### src/rtl/tx_link_pkg.sv
// ============================================================================
// Module      : tx_link_pkg
// Description : K-code symbols and sequencer state encoding for the TX link.
// Revision    : 1.0 - initial release
// ============================================================================
`default_nettype none

package tx_link_pkg;

  localparam logic [7:0] K28_5 = 8'hBC;  // comma / idle
  localparam logic [7:0] K27_7 = 8'hFB;  // start of frame
  localparam logic [7:0] K29_7 = 8'hFD;  // end of frame

  typedef enum logic [2:0] {
    ST_ALIGN = 3'd0,
    ST_IDLE  = 3'd1,
    ST_SOF   = 3'd2,
    ST_DATA  = 3'd3,
    ST_EOF   = 3'd4
  } state_t;

endpackage

`default_nettype wire

### src/rtl/tx_rr_arb2.sv
// ============================================================================
// Module      : tx_rr_arb2
// Description : Two-way round-robin arbiter; priority moves to the channel
//               that was not served whenever update is strobed.
// Revision    : 1.0 - initial release
// ============================================================================
`default_nettype none

module tx_rr_arb2 (
  input  logic       clk,
  input  logic       rst,
  input  logic [1:0] req,
  input  logic       update,
  input  logic       served,
  output logic [1:0] grant
);

  // 0: ch0 holds priority, 1: ch1 holds priority
  logic r_pri;

  always_ff @(posedge clk or negedge rst) begin
    if (!rst) begin
      r_pri <= 1'b0;
    end else if (update) begin
      r_pri <= ~served;
    end
  end

  always_comb begin
    grant = 2'b00;
    case (req)
      2'b01:   grant = 2'b01;
      2'b10:   grant = 2'b10;
      2'b11:   grant = r_pri ? 2'b10 : 2'b01;
      default: grant = 2'b00;
    endcase
  end

endmodule

`default_nettype wire

### src/rtl/tx_link_sequencer.sv
// ============================================================================
// Module      : tx_link_sequencer
// Description : Shares one 8b10b encoder between two byte requesters, framing
//               each granted burst with SOF/EOF and filling gaps with K28.5.
// Revision    : 1.0 - initial release
// ============================================================================
`default_nettype none

module tx_link_sequencer
  import tx_link_pkg::*;
#(
  parameter int ALIGN_LEN = 8,
  parameter int MAX_FRAME = 16
) (
  input  logic       clk,
  input  logic       rst,
  input  logic       req0_valid,
  input  logic [7:0] req0_data,
  input  logic       req0_last,
  output logic       req0_ready,
  input  logic       req1_valid,
  input  logic [7:0] req1_data,
  input  logic       req1_last,
  output logic       req1_ready,
  output logic [7:0] enc_data,
  output logic       enc_k,
  output logic [1:0] grant,
  output logic       link_up
);

  localparam int ALIGN_W = $clog2(ALIGN_LEN + 1);
  localparam int CNT_W   = $clog2(MAX_FRAME + 1);

  localparam logic [ALIGN_W-1:0] c_align_end = ALIGN_W'(ALIGN_LEN - 1);
  localparam logic [ALIGN_W-1:0] c_align_one = ALIGN_W'(1);
  localparam logic [CNT_W-1:0]   c_cnt_end   = CNT_W'(MAX_FRAME - 1);
  localparam logic [CNT_W-1:0]   c_cnt_one   = CNT_W'(1);

  state_t               r_state;
  logic [ALIGN_W-1:0]   r_align_cnt;
  logic [CNT_W-1:0]     r_byte_cnt;
  logic [1:0]           r_grant;
  logic                 r_link_up;
  logic [7:0]           r_enc_data;
  logic                 r_enc_k;

  logic [1:0]           w_req;
  logic [1:0]           w_arb_grant;
  logic                 w_update;
  logic                 w_accept;
  logic [7:0]           w_sel_data;
  logic                 w_sel_last;

  assign w_req      = {req1_valid, req0_valid};
  assign w_update   = (r_state == ST_EOF);

  // Ready depends only on state and owner so a requester can never see
  // a combinational path from its own valid back to ready.
  assign req0_ready = (r_state == ST_DATA) && r_grant[0];
  assign req1_ready = (r_state == ST_DATA) && r_grant[1];

  assign w_accept   = (req0_valid && req0_ready) || (req1_valid && req1_ready);
  assign w_sel_data = r_grant[1] ? req1_data : req0_data;
  assign w_sel_last = r_grant[1] ? req1_last : req0_last;

  tx_rr_arb2 u_arb (
    .clk    (clk),
    .rst    (rst),
    .req    (w_req),
    .update (w_update),
    .served (r_grant[1]),
    .grant  (w_arb_grant)
  );

  always_ff @(posedge clk or negedge rst) begin
    if (!rst) begin
      r_state     <= ST_ALIGN;
      r_align_cnt <= '0;
      r_byte_cnt  <= '0;
      r_grant     <= 2'b00;
      r_link_up   <= 1'b0;
      r_enc_data  <= K28_5;
      r_enc_k     <= 1'b1;
    end else begin
      case (r_state)
        ST_ALIGN: begin
          r_enc_data <= K28_5;
          r_enc_k    <= 1'b1;
          if (r_align_cnt == c_align_end) begin
            r_state   <= ST_IDLE;
            r_link_up <= 1'b1;
          end else begin
            r_align_cnt <= r_align_cnt + c_align_one;
          end
        end
        ST_IDLE: begin
          r_enc_data <= K28_5;
          r_enc_k    <= 1'b1;
          if (|w_req) begin
            r_grant <= w_arb_grant;
            r_state <= ST_SOF;
          end
        end
        ST_SOF: begin
          r_enc_data <= K27_7;
          r_enc_k    <= 1'b1;
          r_byte_cnt <= '0;
          r_state    <= ST_DATA;
        end
        ST_DATA: begin
          if (w_accept) begin
            r_enc_data <= w_sel_data;
            r_enc_k    <= 1'b0;
            r_byte_cnt <= r_byte_cnt + c_cnt_one;
            // Either end of packet or the frame is full: close it.
            if (w_sel_last || (r_byte_cnt == c_cnt_end)) begin
              r_state <= ST_EOF;
            end
          end else begin
            r_enc_data <= K28_5;
            r_enc_k    <= 1'b1;
          end
        end
        ST_EOF: begin
          r_enc_data <= K29_7;
          r_enc_k    <= 1'b1;
          r_grant    <= 2'b00;
          r_state    <= ST_IDLE;
        end
        default: begin
          r_state <= ST_ALIGN;
        end
      endcase
    end
  end

  assign enc_data = r_enc_data;
  assign enc_k    = r_enc_k;
  assign grant    = r_grant;
  assign link_up  = r_link_up;

endmodule

`default_nettype wire

### config.mk
export PLATFORM = sky130hd
export DESIGN_NAME = tx_link_sequencer
export DESIGN_NICKNAME = d
export VERILOG_FILES = /design/src/rtl/tx_link_pkg.sv /design/src/rtl/tx_rr_arb2.sv /design/src/rtl/tx_link_sequencer.sv
export SDC_FILE = /design/constraint.sdc
export NUM_CORES = 1
export LEC_CHECK = 0
export CAP_MARGIN = 20
export CORE_MARGIN = 2
export CORE_UTILIZATION = 61
export CTS_CLUSTER_DIAMETER = 60
export DETAILED_ROUTE_END_ITERATION = 12
export DONT_BUFFER_PORTS = 1
export GPL_ROUTABILITY_DRIVEN = 0
export PLACE_DENSITY = 0.85
export SLEW_MARGIN = 20
export SYNTH_ARGS = -nofsm -noshare
export SYNTH_HDL_FRONTEND = slang
export SYNTH_SLANG_ARGS = --single-unit
### constraint.sdc
create_clock -name clk -period 1.6 [get_ports clk]
set_input_delay 0.32 -clock clk [delete_from_list [all_inputs] [get_ports clk]]
set_output_delay 0.32 -clock clk [all_outputs]
set_load 0.01 [all_outputs]
==> metrics.txt, run 1 <==
detail-routed via count per cell 6.37; area added between synthesis and finish 9.81%; endpoint arrival time on the critical path 1770 ps; mean routed wirelength per cell 16.7 um; cell count after synthesis 134; library cell contributing the largest single delay on the critical path sky130_fd_sc_hd__dfrtp_1; share of Yosys cell area claimed by the top area cell type 34.8%; worst hold-check slack -33.2 ps; Inserted Diodes 0; total number of nets in the final design 167; Setup TNS Final 0 ps; total power divided by cell area 622 nW/um^2; ys async rst share 100%; Die Height 51.3 um; max-cap check violation count 0; clock buffer depth 2; EDFF count, synth 0; total of warnings raised by yosys 0; number of top-level pins 36; setup slack, reg-to-reg 40 ps; total nets after synthesis 159; path type of the worst setup path reg -> reg; Root Driver sky130_fd_sc_hd__clkbuf_4; Static Leakage 0.649 nW; total setup violations reported at the end of the flow 0; First DRT Iteration DRCs 31; count of placed standard cells including taps 162; CP delay by family, top adder cells; count of buffering cells on the critical path with inverters included 0; TritonCTS clock tree built; average size of a mapped cell 10.2 um^2; Max Fclk 640 MHz; count of standard-cell rows 17; drt pass-1 iters 4; cells traversed along the worst timing path ha_2 > and3_1 > ha_4 > nor4_2 > a311o_1; worst voltage drop across the vdd grid 0.639 mV; launching element type of the critical path register; pre-CTS setup slack 16.4 ps; Worst Hold Class in -> async; initial antenna violation count 0; remaining routing DRC violations 0; clock network latency to the later pin of the worst-skew pair 320 ps; final core utilization 69.1%; sequential fraction of the synthesis area 46.4%; Detailed Route WL 2820 um; area of the mapped netlist 1370 um^2; worst slew margin relative to its limit 63.6%; run status finished, violations left; final clock period utilization by the worst path 97.6%; ranking of synthesized cells by area sky130_fd_sc_hd__dfrtp_1 (35%), sky130_fd_sc_hd__dfstp_2 (12%), sky130_fd_sc_hd__mux2i_1 (4.4%); list of most frequent post-synthesis cells sky130_fd_sc_hd__dfrtp_1 (19), sky130_fd_sc_hd__a21oi_1 (11), sky130_fd_sc_hd__nor2_1 (10); required time at the endpoint of the critical path 1810 ps; post-route antenna net violation count 0; Final Hold Vio Count 19; number of port buffers 0; critical path endpoint category register; hpwl dp 2030 um; cell with the most instances after synthesis sky130_fd_sc_hd__dfrtp_1; register clock-pin slew on the reported worst setup and hold paths 130 ps; clock net sink count 25; final std cells w/o fill 169; final period demand of the worst path 1560 ps; Yosys reg bits 25; worst-margin pin slew 546 ps; global-route wire length before repair 4470 um; violated checks negative hold slack; largest fanout on the critical path 4; cell accounting for the most synthesized area sky130_fd_sc_hd__dfrtp_1; Inserted Clock Buffers 3; setup repair after global routing missed its margin yes; post-place instance area 1420 um^2; core area 2170 um^2; highest cell delay on the worst timing path 430 ps; H-tree lvl count 1; least setup slack across all paths after layout 38.7 ps; DIE AREA 2630 um^2; total routing usage reported by global routing 23.0%; Synth cell types 47; Die Wd 51.3 um; routed vias 1077; top flip-flop cell by instance count after synthesis sky130_fd_sc_hd__dfrtp_1; final standard cell area without fillers 1500 um^2; share of cells above drive strength 1 25.5%; global-route congestion overflow total 0; pin count of the biggest net entering global routing 26; initial standard-cell utilization of the core 62.9%; number of global-route vias before repair 1030; Pins Over Slew Limit 0; worst clock skew 4.79 ps
[layout make-up]
type                            count  area, um^2
Clock inverter                      1        5.00
Tap cell                           28        35.0
Fill cell                         160         671
Sequential cell                    25         637
Inverter                            4        15.0
Multi-Input combinational cell     97         692
Clock buffer                        3        22.5
Timing Repair Buffer               11        92.6
[worst reg2reg max path, stage by stage (launching register included)]
cell	delay, ps
sky130_fd_sc_hd__dfrtp_1	430
sky130_fd_sc_hd__ha_2	200
sky130_fd_sc_hd__and3_1	210
sky130_fd_sc_hd__ha_4	270
sky130_fd_sc_hd__nor4_2	40
sky130_fd_sc_hd__a311o_1	320
[registers in the layout (all words and copies together) (netlist names)]
register / cells
enc_data: 8
enc_k: 1
grant: 2
link_up: 1
r_align_cnt: 4
r_byte_cnt: 5
r_state: 3
u_arb.r_pri: 1
[worst paths after layout]
path / start / to / depth (start not counted)
worst max-delay path: r_byte_cnt[1]$_DFFE_PN0P_ / r_byte_cnt[4]$_DFFE_PN0P_ / 5
worst min-delay path: rst / r_align_cnt[2]$_DFFE_PN0P_ / 1
worst max register to register: r_byte_cnt[1]$_DFFE_PN0P_ / r_byte_cnt[4]$_DFFE_PN0P_ / 5
worst min register to register: r_align_cnt[3]$_DFFE_PN0P_ / r_align_cnt[3]$_DFFE_PN0P_ / 1
max in group asynchronous: rst / r_state[2]$_DFFE_PN0P_ / 1
min in group clk: req0_data[5] / enc_data[5]$_DFFE_PN1P_ / 2
[metrics by stage]
| step | hold WS [ps] | total power, mW |
|---|---|---|
| after global routing | 4.87 | 0.956 |
| final | -33.2 | 0.932 |
| after global placement | 25.4 | 0.654 |
| after detailed placement | 25.1 | 0.655 |
| after floorplan | 24.4 | 0.653 |
| after CTS | 170 | 0.948 |
[placed cells by master (no fill, tap or decap), types with 3 or more instances in the layout]
cell type and count:
sky130_fd_sc_hd__dfrtp_2 3, sky130_fd_sc_hd__and3_1 4, sky130_fd_sc_hd__clkbuf_4 3, sky130_fd_sc_hd__nor3_2 3
sky130_fd_sc_hd__dfstp_2 6, sky130_fd_sc_hd__nand3_1 5, sky130_fd_sc_hd__dfrtp_1 16, sky130_fd_sc_hd__a21oi_1 11
sky130_fd_sc_hd__mux2i_1 6, sky130_fd_sc_hd__mux2_1 4, sky130_fd_sc_hd__o21ai_1 7, sky130_fd_sc_hd__buf_4 9
sky130_fd_sc_hd__nor2_1 10, sky130_fd_sc_hd__nand2_1 9
[what timing repair did]
action,in CTS,in global routing
gates resized for setup,3,5
buffers inserted,2,0
endpoints found under the hold margin,25,0
setup endpoints to repair,3,5
pin swaps,0,2
hold buffers,1,0
[metal layers]
metal	GRT usage, %	part of all wire [%]	vias up
met5	0	0	-
met3	4.97	7.8	2
met1	29.2	43	534
met2	38.7	48	39
met4	8.33	0.57	0
li1	-	-	502
[logic make-up after synthesis]
group	count (synthesis)	share of synthesized area (%)
XOR/XNOR	2	1.28
multiplexers	10	7.70
AO/OA/AOI/OAI	37	18.4
AND/OR/NAND/NOR	45	18.5
buffers and inverters	12	4.95
flip-flops	25	46.4
adder cells (fa/ha/maj)	3	2.75
[power by group]
group	leakage, nW	internal [mW]	switching [mW]
clock network	0.0177	0.0936	0.182
registers	0.316	0.633	0
logic	0.315	0.00706	0.0164
Power figures use the tool's default switching activity.
==> inputs of run 2 (changes only) <==
Settings changed: GPL_TIMING_DRIVEN set to 0.
==> metrics.txt, run 2 (synthesis results as in run 1) <==
run status finished, violations left; violated checks negative hold slack, negative setup slack; clock network latency to the later pin of the worst-skew pair 310 ps; worst slew margin relative to its limit 64.4%; register clock-pin slew on the reported worst setup and hold paths 120 ps; final period demand of the worst path 1620 ps; highest cell delay on the worst timing path 420 ps; required time at the endpoint of the critical path 1280 ps; clock net sink count 25; count of buffering cells on the critical path with inverters included 1; worst clock skew 4.82 ps; critical path endpoint category primary output; First DRT Iteration DRCs 38; Inserted Clock Buffers 3; endpoint arrival time on the critical path 1300 ps; initial standard-cell utilization of the core 62.9%; overall power consumption 926 uW; routed vias 1100; final clock period utilization by the worst path 101%; max-cap check violation count 0; worst-margin pin slew 533 ps; Fill cells 166; Pins Over Slew Limit 0; pin count of the biggest net entering global routing 26; Die Wd 51.3 um; hpwl dp 2020 um; Inserted Diodes 0; number of global-route vias before repair 1023; worst hold-check slack -36.2 ps; Final Hold Vio Count 19; mean routed wirelength per cell 16.6 um; global-route congestion overflow total 0; Detailed Route WL 2940 um; Worst Hold Class in -> async; Static Leakage 0.678 nW; final core utilization 70.6%; number of top-level pins 36; area added between synthesis and finish 12.3%; share of cells above drive strength 1 26.2%; total number of nets in the final design 175; most frequent cells in the layout sky130_fd_sc_hd__dfrtp_1 (19), sky130_fd_sc_hd__buf_4 (16), sky130_fd_sc_hd__a21oi_1 (11), sky130_fd_sc_hd__nor2_1 (10), sky130_fd_sc_hd__nand2_1 (9); path type of the worst setup path reg -> out; core area 2170 um^2; remaining routing DRC violations 0; launching element type of the critical path register; largest fanout on the critical path 5; setup repair after global routing missed its margin yes; DIE AREA 2630 um^2; detail-routed via count per cell 6.21; least setup slack across all paths after layout -17.1 ps; multi-input gate area in the final layout 682 um^2; total power divided by cell area 604 nW/um^2; count of standard-cell rows 17; Root Driver sky130_fd_sc_hd__clkbuf_4; clock buffer depth 2; TritonCTS clock tree built; initial antenna violation count 0; number of flip-flops in the largest register 8; CP delay by family, top simple AND/OR/NAND/NOR gates; H-tree lvl count 1; Max Fclk 618 MHz; drt pass-1 iters 4; total routing usage reported by global routing 24.5%; library cell contributing the largest single delay on the critical path sky130_fd_sc_hd__dfrtp_1; pre-CTS setup slack 6.77 ps; commonest non-fill, non-tap cell in the layout sky130_fd_sc_hd__dfrtp_1; footprint of the flip-flops and latches 633 um^2; worst voltage drop across the vdd grid 0.474 mV; cells traversed along the worst timing path buf_6 > and2b_2 > and3_4; total setup violations reported at the end of the flow 2; Die Height 51.3 um; global-route wire length before repair 4790 um; post-route antenna net violation count 0; number of port buffers 0
## run 2: cell count changes in the layout (fill, tap and decap cells not counted), moves of 2 or more
cell | previous run | this run
sky130_fd_sc_hd__dfrtp_2 | 3 | 0
sky130_fd_sc_hd__and3_1 | 4 | 2
sky130_fd_sc_hd__dfrtp_1 | 16 | 19
sky130_fd_sc_hd__buf_4 | 9 | 16
sky130_fd_sc_hd__ha_1 | 1 | 3
sky130_fd_sc_hd__and3_4 | 0 | 2
## run 2: metrics by stage
| stage | instances | hold slack [ps] | TNS, ps | area, um^2 |
|---|---|---|---|---|
| 3_5_place_dp | 162 | 24.9 | 0 | 1400 |
| 3_3_place_gp | 162 | 25.3 | 0 | 1400 |
| 4_1_cts | 171 | 190 | -23.1 | 1490 |
| 2_1_floorplan | 134 | 24.4 | 0 | 1370 |
| 5_1_grt | 177 | 10.7 | -92.8 | 1530 |
| 6_report | 177 | -36.2 | -30.3 | 1530 |
## run 2: routing by layer
| layer | global-route usage, % | up-vias | share of wire, % |
|---|---|---|---|
| met5 | 0 | - | 0 |
| met4 | 5.26 | 0 | 1.6 |
| li1 | - | 520 | - |
| met3 | 4.68 | 6 | 6.0 |
| met1 | 33.8 | 529 | 44 |
| met2 | 40.5 | 45 | 48 |
## run 2: area by class of cell
| type | count | area share (%) |
|---|---|---|
| Timing Repair Buffer | 14 | 6.69 |
| Clock buffer | 4 | 1.71 |
| Multi-Input combinational cell | 97 | 44.5 |
| Tap cell | 28 | 2.29 |
| Sequential cell | 25 | 41.3 |
| Buffer | 5 | 2.53 |
| Inverter | 4 | 0.980 |
## run 2: power by group
group / switching, mW / total (mW) / internal (mW)
Clock: 0.173 / 0.270 / 0.0975
Sequential: 0 / 0.633 / 0.633
Combinational: 0.0159 / 0.0230 / 0.00707
Total: 0.189 / 0.926 / 0.737
## run 2: what timing repair did
| item | CTS | global route |
|---|---|---|
| gates resized for setup | 6 | 1 |
| hold buffers | 1 | 0 |
| setup endpoints to repair | 3 | 5 |
| setup buffers | 6 | 7 |
| endpoints found under the hold margin | 25 | 0 |
| pin swaps | 0 | 1 |
## run 2: worst reg2reg max path, cell delays in order, from the launching register on
cell                      delay [ps]
sky130_fd_sc_hd__dfrtp_1         420
sky130_fd_sc_hd__ha_1            230
sky130_fd_sc_hd__and3_1          190
sky130_fd_sc_hd__ha_1            280
sky130_fd_sc_hd__nor4_2           40
sky130_fd_sc_hd__a311o_1         270
## run 2: path summary, 6_finish.rpt
check | startpoint | endpoint | slack [ps] | cells after the start
setup / recovery | r_state[1]$_DFFE_PN0P_ | req1_ready | -20 | 3
hold / removal | rst | link_up$_DFFE_PN0P_ | -40 | 1
setup reg to reg | r_byte_cnt[0]$_DFFE_PN0P_ | r_byte_cnt[4]$_DFFE_PN0P_ | 80 | 5
hold reg to reg | u_arb.r_pri$_DFFE_PN0P_ | u_arb.r_pri$_DFFE_PN0P_ | 510 | 2
max in group asynchronous | rst | enc_data[2]$_DFFE_PN1P_ | 1260 | 1
min in group clk | req0_data[4] | enc_data[4]$_DFFE_PN1P_ | 190 | 2
